===== src/rtl/cache_ctrl.sv =====
// Read-only 2-way set-associative cache controller: 4 sets x 2 ways, 8-bit data,
// shared by two requesters through round-robin arbitration, with a blocking
// single-outstanding miss path to backing memory.
module cache_ctrl (
    input  logic       clk,
    input  logic       rst,
    input  logic       req0,
    input  logic       req1,
    input  logic [7:0] addr0,
    input  logic [7:0] addr1,
    output logic       ack0,
    output logic       ack1,
    output logic [7:0] rdata,
    output logic       mem_req,
    output logic [7:0] mem_addr,
    input  logic       mem_ack,
    input  logic [7:0] mem_rdata,
    output logic       busy,
    output logic [7:0] hit_cnt,
    output logic [7:0] miss_cnt
);

    typedef enum logic [1:0] {StIdle, StLookup, StFill, StResp} state_t;

    state_t     state_q, state_d;
    logic       rr_q;
    logic       gid_q;
    logic [7:0] addr_q;
    logic       ack0_q, ack1_q;
    logic [7:0] rdata_q;
    logic       mem_req_q;
    logic [7:0] mem_addr_q;
    logic [7:0] hit_q, miss_q;

    logic [1:0] valid_q [4];
    logic [3:0] lru_q;
    logic [7:0] data_arr [4][2];
    logic [5:0] tag_arr  [4][2];

    logic [1:0] set_idx;
    logic [5:0] tag_in;
    logic       hit0, hit1, hit, hit_way, victim, grant_id, any_req, fill_done;

    // Lookup, victim choice and arbitration decode from the latched request.
    always_comb begin
        set_idx   = addr_q[1:0];
        tag_in    = addr_q[7:2];
        hit0      = valid_q[set_idx][0] && (tag_arr[set_idx][0] == tag_in);
        hit1      = valid_q[set_idx][1] && (tag_arr[set_idx][1] == tag_in);
        hit       = hit0 || hit1;
        hit_way   = !hit0;
        if (!valid_q[set_idx][0]) begin
            victim = 1'b0;
        end else if (!valid_q[set_idx][1]) begin
            victim = 1'b1;
        end else begin
            victim = lru_q[set_idx];
        end
        any_req   = req0 || req1;
        grant_id  = (req0 && req1) ? rr_q : req1;
        fill_done = (state_q == StFill) && mem_ack;
    end

    // Next-state logic.
    always_comb begin
        state_d = state_q;
        unique case (state_q)
            StIdle:   if (any_req) state_d = StLookup;
            StLookup: state_d = hit ? StResp : StFill;
            StFill:   if (mem_ack) state_d = StResp;
            StResp:   state_d = StIdle;
            default:  state_d = StIdle;
        endcase
    end

    // State register plus all registered outputs and control state.
    always_ff @(posedge clk) begin
        if (rst) begin
            state_q    <= StIdle;
            rr_q       <= 1'b0;
            gid_q      <= 1'b0;
            addr_q     <= 8'h00;
            ack0_q     <= 1'b0;
            ack1_q     <= 1'b0;
            rdata_q    <= 8'h00;
            mem_req_q  <= 1'b0;
            mem_addr_q <= 8'h00;
            hit_q      <= 8'h00;
            miss_q     <= 8'h00;
            lru_q      <= 4'h0;
            for (int i = 0; i < 4; i++) valid_q[i] <= 2'b00;
        end else begin
            state_q <= state_d;
            ack0_q  <= 1'b0;
            ack1_q  <= 1'b0;
            unique case (state_q)
                StIdle: begin
                    if (any_req) begin
                        gid_q  <= grant_id;
                        addr_q <= grant_id ? addr1 : addr0;
                    end
                end
                StLookup: begin
                    if (hit) begin
                        rdata_q        <= data_arr[set_idx][hit_way];
                        lru_q[set_idx] <= ~hit_way;
                        if (hit_q != 8'hFF) hit_q <= hit_q + 8'd1;
                        ack0_q         <= !gid_q;
                        ack1_q         <= gid_q;
                    end else begin
                        mem_req_q  <= 1'b1;
                        mem_addr_q <= addr_q;
                        if (miss_q != 8'hFF) miss_q <= miss_q + 8'd1;
                    end
                end
                StFill: begin
                    if (mem_ack) begin
                        valid_q[set_idx][victim] <= 1'b1;
                        lru_q[set_idx]           <= ~victim;
                        rdata_q                  <= mem_rdata;
                        mem_req_q                <= 1'b0;
                        ack0_q                   <= !gid_q;
                        ack1_q                   <= gid_q;
                    end
                end
                StResp: rr_q <= ~gid_q;
                default: ;
            endcase
        end
    end

    // Data/tag storage carries no reset; valid bits gate every use.
    always_ff @(posedge clk) begin
        if (!rst && fill_done) begin
            data_arr[set_idx][victim] <= mem_rdata;
            tag_arr[set_idx][victim]  <= tag_in;
        end
    end

    assign ack0     = ack0_q;
    assign ack1     = ack1_q;
    assign rdata    = rdata_q;
    assign mem_req  = mem_req_q;
    assign mem_addr = mem_addr_q;
    assign busy     = (state_q != StIdle);
    assign hit_cnt  = hit_q;
    assign miss_cnt = miss_q;

endmodule


===== config.mk =====
export PLATFORM = sky130hd
export DESIGN_NAME = cache_ctrl
export DESIGN_NICKNAME = d
export VERILOG_FILES = /design/src/rtl/cache_ctrl.sv
export SDC_FILE = /design/constraint.sdc
export NUM_CORES = 1
export LEC_CHECK = 0
export BUFFER_PORTS_ARGS = -buffer_cell sky130_fd_sc_hd__buf_2
export CAP_MARGIN = 20
export CORE_AREA = 2 2 121 123
export CTS_CLUSTER_SIZE = 25
export DETAILED_ROUTE_END_ITERATION = 12
export DIE_AREA = 0 0 123 125
export GPL_ROUTABILITY_DRIVEN = 0
export PLACE_DENSITY = 0.75
export REMOVE_ABC_BUFFERS = 1
export SLEW_MARGIN = 20
export SYNTH_ARGS = -nofsm -noshare
export SYNTH_HDL_FRONTEND = slang
export SYNTH_SLANG_ARGS = --single-unit
export TNS_END_PERCENT = 50

===== constraint.sdc =====
create_clock -name clk -period 3.2 [get_ports clk]
set_input_delay 0 -clock clk [delete_from_list [all_inputs] [get_ports clk]]
set_output_delay 0 -clock clk [all_outputs]
set_load 0.01 [all_outputs]

# [Word-level counts from Yosys, hierarchy flattened]
# Memories as Yosys holds them, arrays and structs flattened. A register that Yosys moved wholly into a read port is not among the register bits.
# Cells that the tools add are included.
# W data, S select, Z words.
[word_totals] in_bits=29 latchBits=0 mem_bits_rw=120 register_bits=51 mem_count=3 mem_bits_ro=0 out_inout_bits=36
[classes] eq_ne=11 div=0 order_cmp=7 reduce_logical=24 addsub=2 n_mul=0 bitwise_logic=5 muxes=56 shift=0
[mem_list] memory="data_arr" depth=4 width=16 rd=1 rd_clocked_by_memory_dff=1 wr=1 line="37" rtl="logic [7:0] data_arr [4][2];"
[mem_list] memory="tag_arr" depth=4 width=12 rd=1 rd_clocked_by_memory_dff=1 wr=1 line="38" rtl="logic [5:0] tag_arr [4][2];"
[mem_list] memory="valid_q" depth=4 width=2 rd=1 rd_clocked_by_memory_dff=1 wr=4 line="35" rtl="logic [1:0] valid_q [4];"
[op_table] cell="$mux W8" count=7
[op_table] cell="$mux W2" count=12
[op_table] cell="$mux W1" count=19
[op_table] cell="$add A8 B1 Y8 const B" count=2
[op_table] cell="$mux W16" count=1
[op_table] cell="$ne A8 B8 Y1 const B" count=2
[op_table] cell="$pmux W8 S2" count=1
[op_table] cell="$eq A6 B6 Y1" count=2
[op_table] cell="$mux W12" count=1
[op_table] cell="$reduce_and A3 Y1" count=4
[op_table] cell="$bwmux W4" count=2
[op_table] cell="$demux W8 S1" count=1
[op_table] cell="$logic_and A1 B1 Y1" count=8
[op_table] cell="$mux W4" count=2
[op_table] cell="$ne A2 B2 Y1 const B" count=4
[op_table] cell="$pmux W2 S4" count=1
[op_table] cell="$pmux W4 S2" count=1
[op_table] cell="$demux W6 S1" count=1
[op_table] cell="$mux W6" count=1
[op_table] cell="$pmux W1 S2" count=3
[op_table] cell="$reduce_and A2 Y1" count=3
[op_table] cell="$eq A2 B2 Y1 const B" count=2
[op_table] cell="$ge A2 B2 Y1 const B" count=2
[op_table] cell="$not A1 Y2" count=2
[op_table] cell="other kinds (15)" count=21

# [Longest topological paths before layout]
# Gate-level depths: netlist (run 1).
[depth] word_depth=11 ltp_mapped=12

# [Worst setup path after synthesis (run 1)]
# No wires, ideal clock.
[synth_timing] kind="flip-flop to flip-flop" from="reg (tool-made name)" to="mem valid_q[0][1] (enable)" arrival_ns=3.056 period_less_slack_ns=3.352 n_path_buf=2 required_ns=2.905 path_stages_with_launch=9 path_slack_ns=-0.152 cell_sequence="dfxtp_1 buf_6 mux4_1 inv_1 o21ai_0 or3_1 clkbuf_1 nor3_1 or2_1"
[synth_lines] item="end: declaration" line="35"

==> run metrics, run 1 <==
largest net degree at the start of global routing=27; Worst IR Drop VDD=0.457 mV; Die Ht=125 µm; core area=14200 µm²; CP Data Required Time=3.32 ns; slowest CP cell=mux4_1; syn avg cell area=12.9 µm²; WP buf/inv=4; Fin. Hold Viols=0; Final HPWL DP=10.8 mm; post-route design area=8940 µm²; top cell family by delay on the critical path=buffers and inverters; fmax=331 MHz; Setup CP Type=reg -> reg; Final period util=0.945; cts hold-fix bufs=24; Slew @ Worst Pin=0.978 ns; asr flop ratio synth=0; initial antenna violation count=0; r2r setup slk=0.18 ns; Die ar.=15400 µm²; Synth Cell Area=7500 µm²; Remaining Overflow, GRT=0; register bit total from synthesis=173; Synth area leader=edfxtp_1; critical path arrival=3.15 ns; status=complete, no violations; die extent in x=123 µm; sequential area share after synthesis=0.622; Vias/cell=5.83; crit start category=register; DRT antenna net count=0; # DRC=0; Critical Path Max Stage Delay=0.58 ns; WHS Path Cells=3; post-synth top area share=0.481; H-tree depth=4; Final WS setup=0.176 ns; GRT Util Overall=0.225; IO Port Bufs=64; synth top area cells=edfxtp_1, dfxtp_1, mux2i_1; most common cell in the synthesized netlist=edfxtp_1; number of global-route vias before repair=5128; Tightest Hold Check Type=in -> reg; Min Hold Slack=0.0335 ns; clk buf depth=2; n_diodes=0; CP max FO=20; Worst setup EP type=register; nets=720; reg-to-reg critical path endpoint=data_arr[2][4]$_DFFE_PP_; MaxCap Viol Count=0; Worst Reg-to-Reg Cells=8; RSZ-0062 raised after global routing=false; post-CTS setup buffers=0; slew margin rel.=0.343; Yosys cell types=71; Avg WL per Cell=18.8 µm; max-slew violations=0; CTS Sinks=173; post-layout min period=3.02 ns; Hold Crit Start=addr1[0]; Synth Flop Type=edfxtp_1; worst skew pair latency=0.42 ns; EDFF count, synth=120; layout cells sized above 1=0.227; PwrDens=735 nW/µm²; Layout area overhead=19.3%; placed cells=825; CTS clk-pin slew, worst paths=0.06 ns; Syn Inst Count=581; first-pass GRT wire length=26.4 mm; cell chain of the critical path=buf_4 > buf_4 > mux4_1 > inv_1 > o21ai_0 > or3_1 > nor2_1 > buf_4; placement-stage cell area=8120 µm²; IO Pins=65; initial core utilization=0.528; Post-Route Utilization=0.630; routed vias=5137; Worst path most repeated cell=buf_4; setup TNS=0 ns; final setup violation count=0; Cell Rows=44; post-CTS resize count=0; Leak=3.52 nW; Setup Skew=0.00755 ns; Design Power=6.58 mW; DRT iter0 DRCs=432; root buf cell=clkbuf_16; Post-synth top cells=edfxtp_1, nor2_1, dfxtp_1; total wire length=16.6 mm; CTS tree=done; iteration count of the initial detailed-routing pass=5; final cell count without fillers=881; synth warn=0; dpl ws=0.246 ns; CTS Buf Count=17
worst register-to-register path: stages, from the launching register on:
cell,delay (ns)
dfxtp_1,0.36
buf_4,0.19
buf_4,0.28
mux4_1,0.58
inv_1,0.12
o21ai_0,0.17
or3_1,0.49
nor2_1,0.28
buf_4,0.25
registers in the layout, summed over array words and instances, names as in the netlist, named ones only:
name	count
mem_req	1
valid_q	8
data_arr	64
lru_q	4
addr_q	8
ack0	1
rr_q	1
rdata	8
gid_q	1
hit_cnt	8
ack1	1
miss_cnt	8
state_q	2
tag_arr	48
mem_addr	8
worst max-delay path by stage:
stage                                             end     start  slack [ns]  depth (start not counted)
after global placement       data_arr[3][4]$_DFFE_PP_  register        0.30                          8
final                        data_arr[2][4]$_DFFE_PP_  register        0.18                          8
after floorplan           valid_q[0][1]$_SDFFCE_PN0P_  register       -0.78                          6
after global routing          tag_arr[0][0]$_DFFE_PP_  register        0.02                          8
after detailed placement     data_arr[2][1]$_DFFE_PP_  register        0.25                          8
after CTS                    data_arr[2][4]$_DFFE_PP_  register        0.20                          8
cell families (layout without fill, tap and decap cells):
family,Yosys count,after routing,synth area share
mux,45,45,0.0801
flops,173,173,0.622
fa+ha+maj,7,7,0.0117
xor+xnor,22,22,0.0267
buf+inv,63,179,0.0431
compound gates,92,92,0.0948
simple gates,179,179,0.121
final cells by class:
type	count	area (µm²)
flip-flops and latches	173	4660
repair buffers	126	871
inverters	21	78.8
clock inverters	13	139
fillers	1065	5260
clock buffers	19	443
well taps	184	230
multi-input cells	345	2520
cell usage in the layout (no fill, tap or decap), types with 3 or more instances in the layout:
| cell | count |
|---|---|
| nor3_1 | 11 |
| o31ai_1 | 8 |
| o22a_1 | 3 |
| a41o_1 | 3 |
| mux4_1 | 5 |
| a211oi_1 | 10 |
| and3_1 | 19 |
| inv_6 | 3 |
| nand4_1 | 6 |
| xnor2_1 | 9 |
| and2_1 | 6 |
| ha_1 | 7 |
| nand2b_1 | 3 |
| dlygate4sd3_1 | 24 |
| buf_2 | 64 |
| nor4_1 | 3 |
| a2111oi_0 | 5 |
| o21bai_1 | 3 |
| a311o_1 | 3 |
| a21oi_1 | 9 |
| o21ai_0 | 12 |
| mux2i_1 | 33 |
| a31oi_1 | 5 |
| buf_4 | 36 |
| o211ai_1 | 9 |
| dfxtp_1 | 53 |
| inv_1 | 21 |
| clkbuf_16 | 17 |
| clkinv_2 | 4 |
| nand2_1 | 27 |
| nor2_1 | 56 |
| edfxtp_1 | 120 |
| mux4_2 | 5 |
| nand3_1 | 26 |
| xor2_1 | 12 |
where the power goes:
part	total [mW]	internal, mW	switching (mW)
Combinational	1.81	0.724	1.08
Sequential	2.76	2.62	0.141
Clock	2.01	1.17	0.838
Total	6.58	4.52	2.06
layer usage:
metal / global-route usage / wire length, µm
met5: 0 / 0
met3: 0.0470 / 752
met1: 0.292 / 7070
met4: 0.0862 / 298
met2: 0.372 / 8440
Power figures use the tool's default switching activity.
==> run 2, diff against run 1 <==
Settings changed: CORE_AREA 2 2 121 123 to 2 2 170 89, CTS_CLUSTER_DIAMETER set to 50, DIE_AREA 0 0 123 125 to 0 0 172 91.
==> run 2 against run 1 <==
Sequential cell count is the same. Setup slack gained 0.080 ns. Final cell count grew 1.1%. First-iteration DRC count shrank 1.9%. Critical path depth grew 2. Via count is essentially flat. Non-clock buffer count shrank 4. Global-route usage grew 0.87 points. Clock power shrank 2%. Highest routed layer unchanged. Critical path type unchanged. Largest cell class unchanged.
==> run metrics, run 2 (same netlist as run 1, synthesis figures left out) <==
Design Power=6.55 mW (-0.46%); n_diodes=0 (unchanged); PwrDens=735 nW/µm² (about the same); CP Data Required Time=3.49 ns (+0.17 ns); max reg flops=64 (unchanged); Final HPWL DP=12.2 mm (+12%); top layer in use=met4; Top Registers=data_arr x64, tag_arr x48; first-pass GRT wire length=27.4 mm (+3.7%); initial antenna violation count=1 (+1); Combinational Power Share=0.273 (about the same); Met1 Wirelength=8.10 mm (+15%); NetSw=2.14 mW (+3.7%); Worst setup EP type=register; Pint=4.41 mW (-2.4%); Setup Skew=0.00761 ns (+0.0000555 ns); Final period util=0.920 (-0.0252); die extent in x=172 µm (+40%); filler cell count in the final layout=1063 (-0.19%); DRT iter0 DRCs=424 (-1.9%); CTS tree=done; post-CTS resize count=0 (unchanged); Vias/cell=5.77 (-1.0%); Reg power frac=0.425 (+0.005); Largest Register=data_arr; CTS Sinks=173 (unchanged); Avg WL per Cell=20.0 µm (+6.2%); fmax=340 MHz (+2.7%); IO Port Bufs=64 (unchanged); CTS clk-pin slew, worst paths=0.07 ns (about the same); met3 WL=1.48 mm (+97%); H-tree depth=4 (unchanged); root buf cell=clkbuf_16; MaxCap Viol Count=0 (unchanged); DRT antenna net count=0 (unchanged); core area=14100 µm² (-0.60%); total wire length=17.8 mm (+7.4%); Layout area overhead=18.9%; largest net degree at the start of global routing=40 (+48%); # DRC=0 (unchanged); Worst IR Drop VDD=0.371 mV (-19%); commonest non-fill, non-tap cell in the layout=edfxtp_1; Leak=3.49 nW (-0.88%); Fin. Hold Viols=0 (unchanged); Cell Rows=31 (-30%); iteration count of the initial detailed-routing pass=5 (unchanged); worst skew pair latency=0.42 ns (about the same); initial core utilization=0.531 (+0.00318); CP max FO=16 (-20%); Slew @ Worst Pin=0.810 ns (-0.168 ns); Tightest Hold Check Type=in -> reg; status=complete, no violations; commonest non-fill, non-tap cells in the layout=edfxtp_1, buf_2, nor2_1, dfxtp_1, buf_4; RSZ-0062 raised after global routing=false; Clk pwr share=0.301 (-0.005); crit start category=register; slew margin rel.=0.459 (+0.116); metal2 WL=8.08 mm (-4.2%); final setup violation count=0 (unchanged); critical path arrival=3.23 ns (+0.08 ns); max-slew violations=0 (unchanged); clk buf depth=2 (unchanged); post-layout min period=2.94 ns (-0.0805 ns); IO Pins=65 (unchanged); Setup CP Type=reg -> reg; Die Ht=91 µm (-27%); Switching Share=0.326 (+0.0132); Remaining Overflow, GRT=0 (unchanged); CTS Buf Count=17 (unchanged); GRT Util Overall=0.234 (+0.00866); layout cells sized above 1=0.227 (about the same); nets=716 (-0.56%); setup TNS=0 ns (unchanged); Die ar.=15700 µm² (+1.8%); routed vias=5142 (+0.097%); number of global-route vias before repair=4958 (-3.3%)
run 2: timing repair:
action / in CTS / in global routing
buffers inserted: 0 / 0
setup endpoints to repair: 0 / 0
endpoints found under the hold margin: 75 / 0
hold buffers: 22 / 0
run 2: cell type report:
cell class | instances | area (µm²) | area share
Clock buffer | 17 | 425 | 0.0477
Clock inverter | 15 | 140 | 0.0157
Inverter | 21 | 78.8 | 0.00885
Multi-Input combinational cell | 345 | 2520 | 0.283
Sequential cell | 173 | 4660 | 0.523
Tap cell | 198 | 248 | 0.0278
Timing Repair Buffer | 122 | 836 | 0.0938
run 2: per-layer routing:
layer	vias up	track usage
met4	0	0.0532
met1	2552	0.354
li1	2366	-
met2	211	0.347
met3	13	0.0506
met5	-	0
run 2: metrics by stage:
stage | hold slack, ns | instance area (µm²) | cells | setup slack, ns | util
after global routing | 0.0341 | 8910 | 891 | 0.0825 | 0.631
after CTS | 0.00507 | 8910 | 891 | 0.248 | 0.631
final | 0.00266 | 8910 | 891 | 0.257 | 0.631
after global placement | 0.293 | 8130 | 837 | 0.389 | 0.576
after detailed placement | 0.311 | 8130 | 837 | 0.245 | 0.576
after floorplan | 0.0691 | 7250 | 539 | -0.776 | -
run 2: path summary, 6_finish.rpt:
path,start,endpoint,slack (ns),cells after the start
min,addr1[1],addr_q[1]$_SDFFE_PP0P_,0.003,3
min reg2reg,gid_q$_SDFFE_PP0P_,ack1$_SDFF_PP0_,0.46,1
max reg2reg,register,miss_cnt[4]$_SDFFE_PP0P_,0.26,10
max,register,miss_cnt[4]$_SDFFE_PP0P_,0.26,10
run 2: worst max-delay path: stages, from the launching register on:
cell	delay [ns]
dfxtp_1	0.38
buf_4	0.19
mux4_1	0.58
xor2_1	0.18
nor4_2	0.30
nand4_2	0.21
o211ai_4	0.27
buf_4	0.35
nor3_1	0.11
xnor2_1	0.18
nor2_1	0.06
run 2: power by group through the flow:
stage	sequential, mW	clock (mW)	combinational, mW
finish	2.79	1.97	1.79
global route	2.81	2.08	1.94
CTS	2.79	1.99	1.77
detailed placement	2.83	0	1.73
global placement	2.82	0	1.67
floorplan	2.91	0	0.971
